==> src/rtl/ctrl_seq_fsm.sv <==
// Multicycle accumulator-CPU control sequencer: fetch/decode/execute FSM driving
// datapath strobes, with memory wait-state timeout, stack checks and opcode trapping.
module ctrl_seq_fsm #(
  parameter int OPCODE_W   = 3,
  parameter int ALUOP_W    = 3,
  parameter int ALUOP_ADD  = 0,
  parameter int ALUOP_PASS = 3,
  parameter int WAIT_MAX   = 8
) (
  input  logic                clk,
  input  logic                rst,
  input  logic                run,
  input  logic [OPCODE_W-1:0] opcode,
  input  logic                mem_ready,
  input  logic                ac_zero,
  input  logic                stack_full,
  input  logic                stack_empty,
  output logic                pc_read,
  output logic                pc_write,
  output logic                inc_pc,
  output logic                ir_read,
  output logic                ir_write,
  output logic                ma_read,
  output logic                ma_write,
  output logic                md_read,
  output logic                md_write,
  output logic                md_write_mem,
  output logic                ac_read,
  output logic                ac_write,
  output logic                mem_read,
  output logic                mem_write,
  output logic                stack_read,
  output logic                stack_write,
  output logic                alu_enable,
  output logic [ALUOP_W-1:0]  aluop,
  output logic                instr_done,
  output logic                halted,
  output logic                fault,
  output logic [1:0]          fault_code
);

  localparam int WCW = $clog2(WAIT_MAX + 1);

  typedef enum logic [4:0] {
    F_PC, F_MA, F_INC, F_MEM, F_MD, F_IR, DECODE,
    X_IRA, X_MA, X_MEM, X_MD, X_AC, X_ACR, X_WR,
    X_PCS, X_JMP, X_STK, HALTED, FAULT
  } state_t;

  state_t         state_q, state_d;
  logic [WCW-1:0] wait_q, wait_d;
  logic [1:0]     fcode_q, fcode_d;
  logic [1:0]     op_q, op_d;
  logic           live_q;

  logic       legal;
  logic [2:0] opc;
  logic       wait_lim;

  assign legal    = (opcode >> 3) == '0;
  assign opc      = opcode[2:0];
  assign wait_lim = (wait_q == WCW'(WAIT_MAX));

  // live_q keeps every output quiet until the first edge after reset release
  always_ff @(posedge clk or negedge rst) begin
    if (!rst) begin
      state_q <= F_PC;
      wait_q  <= '0;
      fcode_q <= '0;
      op_q    <= '0;
      live_q  <= 1'b0;
    end else begin
      state_q <= state_d;
      wait_q  <= wait_d;
      fcode_q <= fcode_d;
      op_q    <= op_d;
      live_q  <= 1'b1;
    end
  end

  always_comb begin
    state_d = state_q;
    wait_d  = '0;
    fcode_d = fcode_q;
    op_d    = op_q;
    if (live_q) begin
      unique case (state_q)
        F_PC:   if (run) state_d = F_MA;
        F_MA:   state_d = F_INC;
        F_INC:  state_d = F_MEM;
        F_MD:   state_d = F_IR;
        F_IR:   state_d = DECODE;
        X_IRA:  state_d = X_MA;
        X_MA:   state_d = (op_q == 2'd2) ? X_ACR : X_MEM;
        X_MD:   state_d = X_AC;
        X_ACR:  state_d = X_WR;
        X_PCS:  state_d = X_JMP;
        X_AC, X_JMP, X_STK: state_d = F_PC;
        F_MEM, X_MEM, X_WR: begin
          if (mem_ready) begin
            state_d = (state_q == F_MEM) ? F_MD : (state_q == X_MEM) ? X_MD : F_PC;
          end else if (wait_lim) begin
            state_d = FAULT;
            fcode_d = 2'd3;
          end else begin
            wait_d = wait_q + 1'b1;
          end
        end
        DECODE: begin
          op_d = opc[1:0];
          if (!legal) begin
            state_d = FAULT;
            fcode_d = 2'd1;
          end else begin
            unique case (opc)
              3'd0, 3'd1, 3'd2: state_d = X_IRA;
              3'd3: if (stack_full)  begin state_d = FAULT; fcode_d = 2'd2; end
                    else state_d = X_PCS;
              3'd4: if (stack_empty) begin state_d = FAULT; fcode_d = 2'd2; end
                    else state_d = X_STK;
              3'd5: state_d = X_JMP;
              3'd6: state_d = ac_zero ? X_JMP : F_PC;
              default: state_d = HALTED;
            endcase
          end
        end
        default: state_d = state_q;
      endcase
    end
  end

  always_comb begin
    pc_read = 1'b0; pc_write = 1'b0; inc_pc = 1'b0; ir_read = 1'b0; ir_write = 1'b0;
    ma_read = 1'b0; ma_write = 1'b0; md_read = 1'b0; md_write = 1'b0; md_write_mem = 1'b0;
    ac_read = 1'b0; ac_write = 1'b0; mem_read = 1'b0; mem_write = 1'b0;
    stack_read = 1'b0; stack_write = 1'b0; instr_done = 1'b0;
    aluop      = ALUOP_W'(ALUOP_PASS);
    alu_enable = live_q && (state_q != HALTED) && (state_q != FAULT);
    halted     = live_q && (state_q == HALTED);
    fault      = live_q && (state_q == FAULT);
    fault_code = fcode_q;
    if (live_q) begin
      unique case (state_q)
        F_PC:   pc_read = 1'b1;
        F_MA:   ma_write = 1'b1;
        F_INC:  begin inc_pc = 1'b1; ma_read = 1'b1; end
        F_MEM:  mem_read = 1'b1;
        F_MD:   md_write_mem = 1'b1;
        F_IR:   begin md_read = 1'b1; ir_write = 1'b1; end
        DECODE: instr_done = legal && (opc == 3'd6) && !ac_zero;
        X_IRA:  ir_read = 1'b1;
        X_MA:   ma_write = 1'b1;
        X_MEM:  begin ma_read = 1'b1; mem_read = 1'b1; end
        X_MD:   md_write_mem = 1'b1;
        X_AC: begin
          ac_write   = 1'b1;
          instr_done = 1'b1;
          if (op_q == 2'd0) begin
            ac_read = 1'b1;
            aluop   = ALUOP_W'(ALUOP_ADD);
          end
        end
        X_ACR:  begin ac_read = 1'b1; md_write = 1'b1; end
        X_WR:   begin mem_write = 1'b1; instr_done = mem_ready; end
        X_PCS:  begin pc_read = 1'b1; stack_write = 1'b1; end
        X_JMP:  begin ir_read = 1'b1; pc_write = 1'b1; instr_done = 1'b1; end
        X_STK:  begin stack_read = 1'b1; pc_write = 1'b1; instr_done = 1'b1; end
        default: ;
      endcase
    end
  end

endmodule
==> config.mk <==
export PLATFORM = sky130hd
export DESIGN_NAME = ctrl_seq_fsm
export DESIGN_NICKNAME = d
export VERILOG_FILES = /design/src/rtl/ctrl_seq_fsm.sv
export SDC_FILE = /design/constraint.sdc
export NUM_CORES = 1
export LEC_CHECK = 0
export ABC_CLOCK_PERIOD_IN_PS = 4700
export CORE_MARGIN = 2
export CORE_UTILIZATION = 51
export CTS_CLUSTER_DIAMETER = 40
export DETAILED_ROUTE_END_ITERATION = 12
export PLACE_DENSITY = 0.91
export SYNTH_ARGS = -nofsm -noshare
export SYNTH_HDL_FRONTEND = slang
export SYNTH_SLANG_ARGS = --single-unit
==> constraint.sdc <==
create_clock -name clk -period 4.7 [get_ports clk]
set_input_delay 1.41 -clock clk [delete_from_list [all_inputs] [get_ports clk]]
set_output_delay 1.41 -clock clk [all_outputs]
set_load 0.02 [all_outputs]
After elaboration in Yosys (flattened, before gate mapping)
Cells that the tools add are included.
- input port bits: 10
- word-level logic and storage cells: 122
- output and inout bits: 25
- register bits after elaboration: 14
- add/subtract/negate cells: 1
- eq/ne operators: 35
- reductions and logical operators: 24
- multiplexer cells: 57
- operators with widths (operator ; number):
    case mux 5 bit (13 select lines) ; 1
    equality test 5 x 4 -> 1 bit (second input constant) ; 8
    two-way mux 1 bit ; 31
    two-way mux 4 bit ; 7
    case mux 5 bit (5 select lines) ; 1
    equality test 5 x 3 -> 1 bit (second input constant) ; 4
    two-way mux 5 bit ; 4
    two-way mux 2 bit ; 8
    equality test 5 bit (second input constant) ; 3
    OR reduction 2 bit ; 7
    nonzero test 13 bit ; 1
    equality test 5 x 2 -> 1 bit (second input constant) ; 2
    != test 5 bit (second input constant) ; 2
    equality test 3 bit (second input constant) ; 3
    != test 3 bit (second input constant) ; 3
    OR reduction 3 bit ; 3
    case mux 2 bit (2 select lines) ; 2
    AND reduction 7 bit ; 1
    equality test 3 x 2 -> 1 bit (second input constant) ; 2
    != test 2 bit (second input constant) ; 3
    equality test 5 x 1 -> 1 bit (second input constant) ; 1
    logical AND 1 bit ; 5
    logical NOT 5 bit ; 1
    adder 4 x 1 -> 4 bit (second input constant) ; 1
    13 further kinds ; 13

Longest topological paths before layout
Gate-level depths: netlist of run 1.
- word-level depth: 5
- depth in mapped cells: 6
- mapped depth without buffers: 6

Least setup slack after synthesis of run 1
OpenSTA, ideal clock, no wires.
- path kind: in2out
- start: in opcode[0]
- end: out instr_done
- setup slack: 1.068 ns
- stages: 4
- data arrival time: 2.222 ns
- path buffers: 1
- cells stage by stage: buf_2 nand2b_1 nor4b_2 a2111o_1
- cells in the longest elaborated chain, start to end: 4
- RTL lines (element ; line ; RTL):
    start, declared ; 13 ; input logic [OPCODE_W-1:0] opcode,
    equality test 3 bit ; 150 ; DECODE: instr_done = legal && (opc == 3'd6) && !ac_zero;
    logical AND 1 bit ; 150 ;
    case mux 1 bit (3 select lines) ; 143 ; unique case (state_q)
    two-way mux 1 bit ; 142 ; if (live_q) begin
    end, declared ; 36 ; output logic instr_done,
No other way between the ends.

Final worst setup path of run 1
- start: in opcode[2]
- end: out instr_done
The elaborated chain is that of the path after synthesis.

==> impl_metrics.toml, run 1 <==
[timing]
fmaxAchievable_ghz = 0.220
hold_viol_final = 0
setup-violations-final = 0
min_period_ps = 4540
slew_violations = 0
slew_headroom_pct = 59.9
fin_skew_ps = 9.98
grt_setup_unrepaired = "no"
setup_tns_ps = 0
worst_pin_slew_ps = 599
finalCritPeriodShare_pct = 96.6

[worst_setup_path]
cpPeakStageDelay_ps = 610
path_class = "input pin to output pin"
worst-path-stages = 5
cp_common_cell = "clkdlybuf4s50_1"
crit_slowest_cell = "clkdlybuf4s50_1"
rrSetupSlack_ps = 2790
worstPathRequired_ps = 3290
ff2ff_path_depth = 5
cp_data_arrival_time_ps = 3130
critical_path.startpoint_type = "input pin"
cp-startpoint = "opcode[2]"
crit_path_max_fanout = 6
r2r-start = "state_q[0]"
timing.rr.end = "state_q[4]"
path_cells = "clkdlybuf4s50_1 > nand2b_1 > nor4b_2 > a2111o_1 > clkdlybuf4s50_1"
cp-end-kind = "output pin"
cp_num_buf_inv = 2
crit_family = "buffers and inverters"
crit_path_end = "instr_done"

[floorplanning]
die_w_um = 53.3
fp.dieH_um = 53.3
rows = 17
ios = 35
dieArea_um2 = 2840
fp.coreArea_um2 = 2250
initial_core_util_pct = 54.9

[routing]
firstDrtPassIters = 4
vias = 1303
drtIter0Drc = 61
drc = 0
wl_per_cell_um = 16.3
routed_via_density = 6.15
wl_um = 3450
ant_nets = 0

[status]
status = "complete, no violations"

[final_layout]
postLayoutCoreUtil_pct = 70.5
syn_to_final_growth_pct = 28.5
n_fill_cell = 204
layout.nets = 197
n_antenna_cell = 0
layout-drive-gt1-share_pct = 12.0
mostFrequentLayoutCells = "33 x clkdlybuf4s50_1, 16 x nor2_1, 14 x dfrtp_1, 12 x nand2_1, 11 x nor3_1"
final_common_cell = "clkdlybuf4s50_1"

[synthesis]
ys_warn_count = 0
synth.avg_cell_area_um2 = 7.93
ys_types = 49
async_flop_share_pct = 100
synth_area_um2 = 1240
syn_nets = 168
synth_ff_type = "dfrtp_1"
synth-edff-count = 0
ys_seq_elements = 14
seq_area_frac_synth_pct = 28.3
synthCells = 156

[placement]
dp_hpwl_um = 2670
place_congestion = 0.905
port_buffers = 33

[clocking]
clock_path_buffers = 2
h-tree-depth = 1
clkSlewWorstSetupHoldPaths_ps = 70
clock-sinks = 14
ctsHoldBuffers = 0
cts_made_buffers = 3
root_buffer = "clkbuf_4"
ctsResizeCount = 0
post_cts_buffers = 0
cts_tree = "built"
clkLatencyLatePin_ps = 290

[power_and_ir_drop]
peakVddDrop_uv = 312
p_leak_nw = 0.628
powerDensity_nw_per_um2 = 457

[grt]
grt_pass1_wl_um = 5730
antenna_found_initial = 0
top_usage_layer = "met2"
grt_use_met1_pct = 32.9
met2_usage_pct = 49.0
grt_max_degree = 19
gr-usage-all-layers_pct = 27.5
grt.overflow.total = 0
grt_util_met3_pct = 4.24
first_global_vias = 1236

[hold_path]
hold_class = "flop to flop"

[run]
drv_cap = 0
-- per-stage QoR --
step	std cells	hold WS [ps]	cell area, µm²	total power, mW	setup slack (ps)
final	212	473	1590	0.727	161
after global routing	212	496	1590	0.786	66.3
after CTS	212	471	1590	0.723	186
after detailed placement	208	453	1550	0.634	196
after global placement	208	442	1550	0.623	265
after floorplan	156	452	1240	0.521	1070
-- state kept, by name, indices dropped and copies added (netlist names) --
register / flops
wait_q: 4
state_q: 5
fault_code: 2
op_q: 2
live_q: 1
-- cell usage after synthesis (all sizes together) (3+ instances only) --
cell | number | share of area, %
nand2 | 12 | 3.6
nand2b | 9 | 5.0
a22o | 3 | 2.1
o21ai | 10 | 4.7
nor3 | 12 | 5.3
nor2 | 17 | 5.4
xnor2 | 3 | 2.1
dfrtp | 14 | 28
buf | 11 | 5.5
nor4 | 3 | 1.5
a21o | 3 | 1.8
nand3 | 6 | 2.4
a21oi | 10 | 5.0
mux2 | 5 | 4.5
and3 | 3 | 1.9
inv | 6 | 1.8
-- worst register-to-register path: cells and delay by family (launching register included) --
kind	cells	cell delay, ps
compound gates	1	90
buf+inv	1	110
flops	1	620
mux	1	320
simple gates	2	660
-- cell type report --
class / instances / area [µm²] / share of cell area (%)
multi-input combinational: 124 / 793 / 49.9
inverter: 6 / 22.5 / 1.42
tap: 28 / 35.0 / 2.20
clock buffer: 4 / 36.3 / 2.28
timing repair buffer: 36 / 353 / 22.2
sequential: 14 / 350 / 22.0
-- worst min path at each step --
stage | depth (start not counted) | start | slack, ps | endpoint
global placement | 1 | fault_code[1] | 440 | fault_code[1]
global route | 1 | fault_code[1] | 500 | fault_code[1]
CTS | 1 | fault_code[1] | 470 | fault_code[1]
finish | 1 | fault_code[1] | 470 | fault_code[1]
floorplan | 1 | wait_q[0] | 450 | wait_q[0]
detailed placement | 1 | fault_code[1] | 450 | fault_code[1]
-- kinds of logic (layout without fill, tap and decap cells) --
kind of cell             after synthesis  after routing  share of synthesized area, %
other                                  2              2                         0.607
buffers and inverters                 18             46                          7.58
AND/OR/NAND/NOR                       71             71                          31.1
XOR/XNOR                               4              4                          2.83
flip-flops                            14             14                          28.3
adder cells (fa/ha/maj)                2              2                          2.02
AO/OA/AOI/OAI                         39             39                          22.1
multiplexers                           6              6                          5.36
-- per-layer routing --
layer  share of wire [%]  routed length, µm  up-vias
met5                   0                  0        -
met4                 3.0                102        0
met3                 6.3                216       14
met2                  50               1740       72
met1                  40               1390      602
li1                    -                  -      615
-- report_power, final --
group	internal [mW]	leakage, nW	switching (mW)
logic	0.181	0.430	0.225
clock network	0.0472	0.0210	0.0399
registers	0.152	0.177	0.0820
total	0.380	0.628	0.347
Note: power is estimated with default switching activity, not from simulation.
==> run 2, diff against run 1 <==
--- a/config.mk
+++ b/config.mk
@@ -11,6 +11,7 @@
 export CTS_CLUSTER_DIAMETER = 40
 export DETAILED_ROUTE_END_ITERATION = 12
 export PLACE_DENSITY = 0.91
+export REMOVE_ABC_BUFFERS = 1
 export SYNTH_ARGS = -nofsm -noshare
 export SYNTH_HDL_FRONTEND = slang
 export SYNTH_SLANG_ARGS = --single-unit
==> impl_metrics.toml, run 2 (synthesis gave the netlist of run 1 again) <==
[timing]
fmaxAchievable_ghz = 0.219
setup-violations-final = 0
setup_slack_ps = 133
slew_violations = 0
setup_tns_ps = 0
holdWs_ps = 472
finalCritPeriodShare_pct = 97.2
grt_setup_unrepaired = "no"
min_period_ps = 4570
worst_pin_slew_ps = 580
slew_headroom_pct = 61.2
hold_viol_final = 0
fin_skew_ps = 2.73

[run]
drv_cap = 0

[grt]
first_global_vias = 1144
antenna_found_initial = 0
gr-usage-all-layers_pct = 24.5
grt_max_degree = 19
grt_pass1_wl_um = 5110
grt.overflow.total = 0

[final_layout]
multi_input_area_um2 = 793
largest_register_ffs = 5
reg_top3 = "state_q: 5 flops, wait_q: 4 flops"
syn_to_final_growth_pct = 27.9
regMostFlops = "state_q"
n_antenna_cell = 0
final_common_cell = "clkdlybuf4s50_1"
mostFrequentLayoutCells = "33 x clkdlybuf4s50_1, 16 x nor2_1, 14 x dfrtp_1, 12 x nand2_1, 11 x nor3_1"
design_area_um2 = 1580
layout.nets = 196
regArea_um2 = 350
n_fill_cell = 199
layout-drive-gt1-share_pct = 11.5

[hold_path]
hold_class = "flop to flop"
hold-path-endpoint = "fault_code[1]"
worstHoldPathCells = 1
min_from = "fault_code[1]"

[routing]
ant_nets = 0
wl_per_cell_um = 14.9
routed_via_density = 6.09
drtIter0Drc = 65
vias = 1286
wl_um = 3130
firstDrtPassIters = 4
drc = 0

[floorplanning]
die_w_um = 53.3
rows = 17
initial_core_util_pct = 54.9
fp.coreArea_um2 = 2250
fp.dieH_um = 53.3
ios = 35
dieArea_um2 = 2840

[clocking]
clkSlewWorstSetupHoldPaths_ps = 80
clock-sinks = 14
post_cts_buffers = 0
ctsResizeCount = 0
clock_path_buffers = 2
ctsHoldBuffers = 0
cts_tree = "built"
clkLatencyLatePin_ps = 270
h-tree-depth = 1
cts_made_buffers = 3
root_buffer = "clkbuf_4"

[worst_setup_path]
r2r-start = "state_q[1]"
rrSetupSlack_ps = 2790
crit_path_max_fanout = 6
timing.rr.end = "state_q[4]"
path_class = "input pin to output pin"
ff2ff_path_depth = 5
cp_data_arrival_time_ps = 3160
worstPathRequired_ps = 3290
cp-startpoint = "opcode[2]"
critical_path.startpoint_type = "input pin"
cp-end-kind = "output pin"

[placement]
port_buffers = 33
place_area_um2 = 1550
dp_hpwl_um = 2460
place_congestion = 0.880
dp_slack_ps = 146

[power_and_ir_drop]
p_leak_nw = 0.623
peakVddDrop_uv = 460
powerDensity_nw_per_um2 = 454

[status]
status = "complete, no violations"
[run 2: layout make-up]
class,count,share of cell area (%)
clock buffer,4,2.29
sequential,14,22.1
tap,28,2.21
inverter,6,1.42
timing repair buffer,35,21.8
multi-input combinational,124,50.1
[run 2: per-stage QoR]
| stage | cells | utilization, % | total power, mW |
|---|---|---|---|
| 6_report | 211 | 70.2 | 0.718 |
| 4_1_cts | 211 | 70.2 | 0.717 |
| 2_1_floorplan | 144 | - | 0.494 |
| 3_3_place_gp | 207 | 68.6 | 0.614 |
| 3_5_place_dp | 207 | 68.6 | 0.631 |
| 5_1_grt | 211 | 70.2 | 0.771 |
[run 2: worst max path at each step]
| stage | endpoint | slack, ps |
|---|---|---|
| after global placement | instr_done | 200 |
| final | instr_done | 130 |
| after CTS | instr_done | 140 |
| after floorplan | instr_done | 1260 |
| after global routing | instr_done | 6 |
| after detailed placement | instr_done | 150 |
[run 2: worst max-delay path: stages]
cell and delay, ps:
clkdlybuf4s50_1 570, nand2b_1 140, nor4b_2 290, a2111o_1 160
clkdlybuf4s50_1 600
[run 2: per-layer routing]
metal,vias up,routed length [µm],GRT usage (%),share of wire (%)
met1,580,1260,31.3,40
met2,78,1510,42.2,48
met3,6,318,3.95,10
li1,622,-,-,-
met5,-,0,0,0
met4,0,46,7.26,1.5
[run 2: report_power, final]
| group | switching, mW | internal, mW | leakage, nW | total, mW |
|---|---|---|---|---|
| Combinational | 0.217 | 0.180 | 0.425 | 0.397 |
| Sequential | 0.0850 | 0.152 | 0.177 | 0.237 |
| Clock | 0.0368 | 0.0471 | 0.0210 | 0.0839 |
| Total | 0.339 | 0.380 | 0.623 | 0.718 |
